[src/rtl/verin_pkg.sv]
// Shared definitions for the vérin angle-sensor ADC acquisition path.
//   ADC_BITS       : native conversion width of the ADC0831-style converter
//   ADC_PRE_PULSES : clk_adc pulses issued before the first data bit
//   acq_state_t    : acquisition sequencer states
`timescale 1ns/1ps
package verin_pkg;

  localparam int unsigned ADC_BITS       = 8;
  localparam int unsigned ADC_PRE_PULSES = 1;

  typedef enum logic [1:0] {
    IDLE,
    SETUP,
    CLOCKING,
    GAP
  } acq_state_t;

endpackage

[src/rtl/verin_adc_clkgen.sv]
// ADC serial clock generator: divides clk into clk_adc half-periods of CLK_DIV
// cycles while run is high, and flags the edges to the acquisition sequencer.
//   clk, reset_n  : system clock, synchronous active-low reset
//   run           : counter enable; low forces phase 0 and clk_adc low
//   clk_adc       : registered ADC serial clock
//   rise_tick_c   : this cycle ends a low half-period (clk_adc rises next)
//   fall_tick_c   : this cycle ends a high half-period (clk_adc falls next)
//   sample_tick_c : last cycle of a high half-period (serial data sample point)
`timescale 1ns/1ps
module verin_adc_clkgen #(
  parameter int unsigned CLK_DIV = 25
) (
  input  logic clk,
  input  logic reset_n,
  input  logic run,
  output logic clk_adc,
  output logic rise_tick_c,
  output logic fall_tick_c,
  output logic sample_tick_c
);

  localparam int unsigned PH_W = (CLK_DIV > 1) ? $clog2(CLK_DIV) : 1;

  logic [PH_W-1:0] phase_q, phase_d;
  logic            clk_adc_q, clk_adc_d;
  logic            wrap_c;

  // Phase counter and half-period toggle
  always_comb begin
    phase_d       = phase_q;
    clk_adc_d     = clk_adc_q;
    wrap_c        = (phase_q == PH_W'(CLK_DIV - 1));
    rise_tick_c   = run && wrap_c && !clk_adc_q;
    fall_tick_c   = run && wrap_c && clk_adc_q;
    sample_tick_c = run && wrap_c && clk_adc_q;
    if (!run) begin
      phase_d   = '0;
      clk_adc_d = 1'b0;
    end else if (wrap_c) begin
      phase_d   = '0;
      clk_adc_d = ~clk_adc_q;
    end else begin
      phase_d = phase_q + PH_W'(1);
    end
  end

  always_ff @(posedge clk) begin
    if (!reset_n) begin
      phase_q   <= '0;
      clk_adc_q <= 1'b0;
    end else begin
      phase_q   <= phase_d;
      clk_adc_q <= clk_adc_d;
    end
  end

  assign clk_adc = clk_adc_q;

endmodule

[src/rtl/verin_adc_acq.sv]
// Serial acquisition front-end for the vérin angle sensor ADC. Frames the
// converter with cs_n/clk_adc, shifts data_in in MSB first after the mux-settle
// pulse, and publishes each conversion on data_out with a one-cycle data_valid.
//   clk, reset_n : system clock, synchronous active-low reset
//   enable       : back-to-back frames while high
//   start        : single-shot request, only honoured when idle
//   data_in      : asynchronous ADC serial data
//   clk_adc      : ADC serial clock
//   cs_n         : ADC chip select, active low
//   data_out     : last completed conversion
//   data_valid   : one-cycle pulse when data_out updates
//   busy         : high from frame launch until back in IDLE
`timescale 1ns/1ps
module verin_adc_acq
  import verin_pkg::*;
#(
  parameter int unsigned CLK_DIV    = 25,
  parameter int unsigned GAP_CYCLES = 50,
  parameter int unsigned DATA_W     = ADC_BITS
) (
  input  logic              clk,
  input  logic              reset_n,
  input  logic              enable,
  input  logic              start,
  input  logic              data_in,
  output logic              clk_adc,
  output logic              cs_n,
  output logic [DATA_W-1:0] data_out,
  output logic              data_valid,
  output logic              busy
);

  localparam int unsigned BIT_W = (DATA_W > 1) ? $clog2(DATA_W) : 1;
  localparam int unsigned GAP_W = (GAP_CYCLES > 1) ? $clog2(GAP_CYCLES) : 1;
  localparam int unsigned PRE_W = $clog2(ADC_PRE_PULSES + 1);

  acq_state_t        state_q, state_d;
  logic              din_s1_q, din_s_q;
  logic [BIT_W-1:0]  bit_cnt_q, bit_cnt_d;
  logic [PRE_W-1:0]  pre_cnt_q, pre_cnt_d;
  logic [GAP_W-1:0]  gap_cnt_q, gap_cnt_d;
  logic [DATA_W-1:0] sr_q, sr_d;
  logic [DATA_W-1:0] data_out_q, data_out_d;
  logic              data_valid_q, data_valid_d;
  logic              cs_n_q, cs_n_d;
  logic              busy_q, busy_d;

  logic              run_c;
  logic              rise_tick_c, fall_tick_c, sample_tick_c;
  logic [DATA_W-1:0] shifted_c;

  assign run_c     = (state_q == SETUP) || (state_q == CLOCKING);
  assign shifted_c = {sr_q[DATA_W-2:0], din_s_q};

  verin_adc_clkgen #(
    .CLK_DIV (CLK_DIV)
  ) u_clkgen (
    .clk           (clk),
    .reset_n       (reset_n),
    .run           (run_c),
    .clk_adc       (clk_adc),
    .rise_tick_c   (rise_tick_c),
    .fall_tick_c   (fall_tick_c),
    .sample_tick_c (sample_tick_c)
  );

  // Frame sequencer; the END edge is the final sample tick leaving CLOCKING
  always_comb begin
    state_d      = state_q;
    bit_cnt_d    = bit_cnt_q;
    pre_cnt_d    = pre_cnt_q;
    gap_cnt_d    = gap_cnt_q;
    sr_d         = sr_q;
    data_out_d   = data_out_q;
    data_valid_d = 1'b0;
    cs_n_d       = cs_n_q;
    busy_d       = busy_q;
    case (state_q)
      IDLE: begin
        if (start || enable) begin
          state_d   = SETUP;
          cs_n_d    = 1'b0;
          busy_d    = 1'b1;
          bit_cnt_d = '0;
          pre_cnt_d = '0;
          sr_d      = '0;
        end
      end
      SETUP: begin
        if (rise_tick_c) state_d = CLOCKING;
      end
      CLOCKING: begin
        // Pre-pulses let the input mux settle; they carry no data bit
        if (fall_tick_c && (pre_cnt_q != PRE_W'(ADC_PRE_PULSES))) begin
          pre_cnt_d = pre_cnt_q + PRE_W'(1);
        end else if (sample_tick_c) begin
          sr_d = shifted_c;
          if (bit_cnt_q == BIT_W'(DATA_W - 1)) begin
            data_out_d   = shifted_c;
            data_valid_d = 1'b1;
            cs_n_d       = 1'b1;
            gap_cnt_d    = '0;
            state_d      = GAP;
          end else begin
            bit_cnt_d = bit_cnt_q + BIT_W'(1);
          end
        end
      end
      GAP: begin
        if (gap_cnt_q == GAP_W'(GAP_CYCLES - 1)) begin
          // Continuous mode relaunches straight from GAP without an IDLE cycle
          if (enable) begin
            state_d   = SETUP;
            cs_n_d    = 1'b0;
            bit_cnt_d = '0;
            pre_cnt_d = '0;
            sr_d      = '0;
          end else begin
            state_d = IDLE;
            busy_d  = 1'b0;
          end
        end else begin
          gap_cnt_d = gap_cnt_q + GAP_W'(1);
        end
      end
      default: begin
        state_d = IDLE;
        cs_n_d  = 1'b1;
        busy_d  = 1'b0;
      end
    endcase
  end

  always_ff @(posedge clk) begin
    if (!reset_n) begin
      state_q      <= IDLE;
      din_s1_q     <= 1'b0;
      din_s_q      <= 1'b0;
      bit_cnt_q    <= '0;
      pre_cnt_q    <= '0;
      gap_cnt_q    <= '0;
      sr_q         <= '0;
      data_out_q   <= '0;
      data_valid_q <= 1'b0;
      cs_n_q       <= 1'b1;
      busy_q       <= 1'b0;
    end else begin
      state_q      <= state_d;
      din_s1_q     <= data_in;
      din_s_q      <= din_s1_q;
      bit_cnt_q    <= bit_cnt_d;
      pre_cnt_q    <= pre_cnt_d;
      gap_cnt_q    <= gap_cnt_d;
      sr_q         <= sr_d;
      data_out_q   <= data_out_d;
      data_valid_q <= data_valid_d;
      cs_n_q       <= cs_n_d;
      busy_q       <= busy_d;
    end
  end

  assign cs_n       = cs_n_q;
  assign busy       = busy_q;
  assign data_out   = data_out_q;
  assign data_valid = data_valid_q;

endmodule

[config.mk]
export PLATFORM = sky130hd
export DESIGN_NAME = verin_adc_acq
export DESIGN_NICKNAME = d
export VERILOG_FILES = /design/src/rtl/verin_pkg.sv /design/src/rtl/verin_adc_clkgen.sv /design/src/rtl/verin_adc_acq.sv
export SDC_FILE = /design/constraint.sdc
export NUM_CORES = 1
export LEC_CHECK = 0
export ABC_AREA = 1
export ABC_CLOCK_PERIOD_IN_PS = 2700
export CAP_MARGIN = 20
export CELL_PAD_IN_SITES_DETAIL_PLACEMENT = 0
export CELL_PAD_IN_SITES_GLOBAL_PLACEMENT = 1
export CORE_UTILIZATION = 46
export CTS_BUF_LIST = sky130_fd_sc_hd__clkbuf_8
export DETAILED_ROUTE_END_ITERATION = 12
export PLACE_DENSITY_LB_ADDON = 0.1
export SETUP_SLACK_MARGIN = 0.1
export SLEW_MARGIN = 0
export SYNTH_ARGS = -nofsm -noshare
export SYNTH_HDL_FRONTEND = slang
export SYNTH_SLANG_ARGS = --single-unit
[constraint.sdc]
create_clock -name clk -period 2.7 [get_ports clk]
set_input_delay 0.54 -clock clk [delete_from_list [all_inputs] [get_ports clk]]
set_output_delay 0.54 -clock clk [all_outputs]
set_load 0.02 [all_outputs]
==> results.json <==
{
  "clock-sinks": 38,
  "clock_latency_ps": 290,
  "hold_slack_ps": 418.2,
  "max_cap_violations": 0,
  "drt_first_pass_iters": 4,
  "post_drt_wl_per_cell_um": 11.03,
  "grt_use_met2": 0.2951,
  "clock-skew-final_ps": 10.34,
  "vias_per_cell": 4.734,
  "place_ws_ps": 639.5,
  "dr_total_vias": 1510,
  "cp-start-kind": "flip-flop",
  "grt_pass1_vias": 1356,
  "clkTransAtPathRegs_ps": 80,
  "synth_async_sr_flop_share": 0,
  "hold_buffers": 0,
  "pwr-share-clk": 0.236,
  "avgSynthCellArea_um2": 7.348,
  "grt_first_pass_wirelength_um": 6037,
  "seq_area_frac_synth": 0.4108,
  "antenna_found_initial": 0,
  "final_core_util": 0.5703,
  "powerDensity_mw_per_mm2": 965.4,
  "synth_nets": 268,
  "antenna_left": 0,
  "hp-class": "flip-flop to flip-flop",
  "synth_compound_area_frac": 0.09324,
  "swShare": 0.4001,
  "setup_viol": 0,
  "cts_buffers": 5,
  "clockBufferDepth": 2,
  "p_sw_uw": 830.9,
  "min_period_over_period": 0.7421,
  "slew_headroom": 0.6616,
  "crit_type": "flip-flop to flip-flop",
  "dieWidth_um": 65.45,
  "final.setup.tns_ps": 0,
  "hold_violations": 0,
  "hpwl_um": 2445,
  "grt_max_degree": 16,
  "irDropWorstVdd_mv": 0.4568,
  "die_area_mm2": 0.004283,
  "yosys.area_share.simple": 0.3081,
  "status": "finished clean",
  "final_cell_mix": "nand2_1, dfxtp_1, nor2_1",
  "htree_num_levels": 2,
  "io_pins": 17,
  "cts_resized": 0,
  "n_antenna_cell": 0,
  "ys.flop_type": "dfxtp_1",
  "placeableCoreArea_mm2": 0.003771,
  "cts_root_buf": "clkbuf_8",
  "arrival_ps": 2230,
  "setup_ws_ps": 696.4,
  "mappedNetlistArea_mm2": 0.001852,
  "syn_inst": 252,
  "drc": 0,
  "power_mw": 2.076,
  "start_util": 0.4910,
  "worstMarginPinSlew_ps": 507.0,
  "io_buffer_count": 16,
  "gr-total-overflow": 0,
  "seqPwrFrac": 0.361,
  "intPower_mw": 1.246,
  "place.gp.congestion": 0.7470,
  "num_rows": 22,
  "combPwrFrac": 0.403,
  "worstPathRequired_ps": 2920,
  "drive_above_1_share": 0.07380,
  "max_freq_ghz": 0.4991,
  "first_iter_violations": 67,
  "synth_edf_count": 0,
  "final_nets": 286,
  "grtUsageMet3": 0.04688,
  "yosysWarnings": 0,
  "ys_types": 26,
  "routed_wl_um": 3520,
  "cts_setup_buffers": 0,
  "die_height_um": 65.45,
  "ys_ff_latch": 38,
  "period_minus_slack_ps": 2004,
  "slew_viol_final": 0,
  "area_growth_pct": 16.15,
  "synth_xor_area_frac": 0.01892,
  "synthMuxAreaShare": 0,
  "endpoint_kind": "flip-flop",
  "synth_top_family_by_area": "simple AND/OR/NAND/NOR gates",
  "final_common_cell": "nand2_1",
  "critPathMaxFanout": 10,
  "fillCellCount": 353,
  "rsz0062_at_grt": "no",
  "met1_usage": 0.2468,
  "grt_usage": 0.1872,
  "cts_tree": "yes",
  "yosys.area_share.adder": 0.07432,
  "p_leak_nw": 0.9297,
  "busiest_layer": "met2"
}
==> metal layers <==
layer	routed length, um	vias up
met4	52	0
met5	0	-
met2	1543	23
met3	127	5
li1	-	827
met1	1797	655
==> worst max-delay path: stages, from the launching register on <==
cell and delay (ps):
dfxtp_1 350, inv_1 150, ha_1 410, inv_1 250, o21ai_0 320, nand2_2 170
clkinv_2 110, nand2_1 50, a21oi_1 110
==> registers in the layout, indices dropped and copies added, names as in the netlist <==
name              flops
bit_cnt_q             3
busy                  1
cs_n                  1
data_out              8
data_valid            1
din_s1_q              1
din_s_q               1
gap_cnt_q             6
pre_cnt_q             1
sr_q                  7
state_q               2
u_clkgen.clk_adc      1
u_clkgen.phase_q      5
==> synthesized netlist by cell type (2+ instances only) <==
cell type  count  share of area
nand4_1        6          0.020
clkbuf_1       2         0.0041
o21ai_0       13          0.035
o211ai_1       6          0.024
inv_1         33          0.067
xor2_1         3          0.014
nand3_1       16          0.043
nand2_2        5          0.017
nor3b_1        2         0.0081
a21oi_1        9          0.024
ha_1          11          0.074
nand2_1       59           0.12
nor2_4         2          0.012
dfxtp_1       38           0.41
buf_4          2         0.0081
nor2_1        35          0.071
==> per-stage QoR <==
step           cell area (um2)  cells
2_1_floorplan             1852    252
3_3_place_gp              2037    311
3_5_place_dp              2037    311
4_1_cts                   2151    319
5_1_grt                   2151    319
6_report                  2151    319
==> path summary, 6_finish.rpt <==
check,startpoint,end,slack [ps],cells past startpoint
worst max-delay path,state_q[0],gap_cnt_q[3],700,8
worst min-delay path,din_s1_q,din_s_q,420,2
worst max register to register,state_q[0],gap_cnt_q[3],700,8
worst min register to register,din_s1_q,din_s_q,420,2
==> final cells by class <==
type | count | area [um2] | share of cell area
clock buffers | 5 | 68.82 | 0.03200
clock inverters | 3 | 45.04 | 0.02094
inverters | 35 | 132.6 | 0.06166
multi-input cells | 173 | 915.9 | 0.4258
flip-flops and latches | 38 | 760.7 | 0.3537
well taps | 48 | 60.06 | 0.02792
repair buffers | 17 | 167.7 | 0.07795
==> kinds of logic (layout without fill, tap and decap cells) <==
kind of cell,after synthesis,count (layout)
xor gates and xnor gates,4,4
DFF,38,38
AOI/OAI and AO/OA,30,30
buffers and inverters,41,60
adders and majority gates,11,11
and+or+nand+nor,128,128
==> power by group through the flow <==
stage,Combinational (mW),Sequential (mW),Clock (mW)
after global routing,0.979,0.765,0.521
after detailed placement,0.835,0.761,0
after floorplan,0.689,0.765,0
after CTS,0.841,0.750,0.504
final,0.836,0.750,0.491
after global placement,0.838,0.760,0
Note: power is estimated with default switching activity, not from simulation.
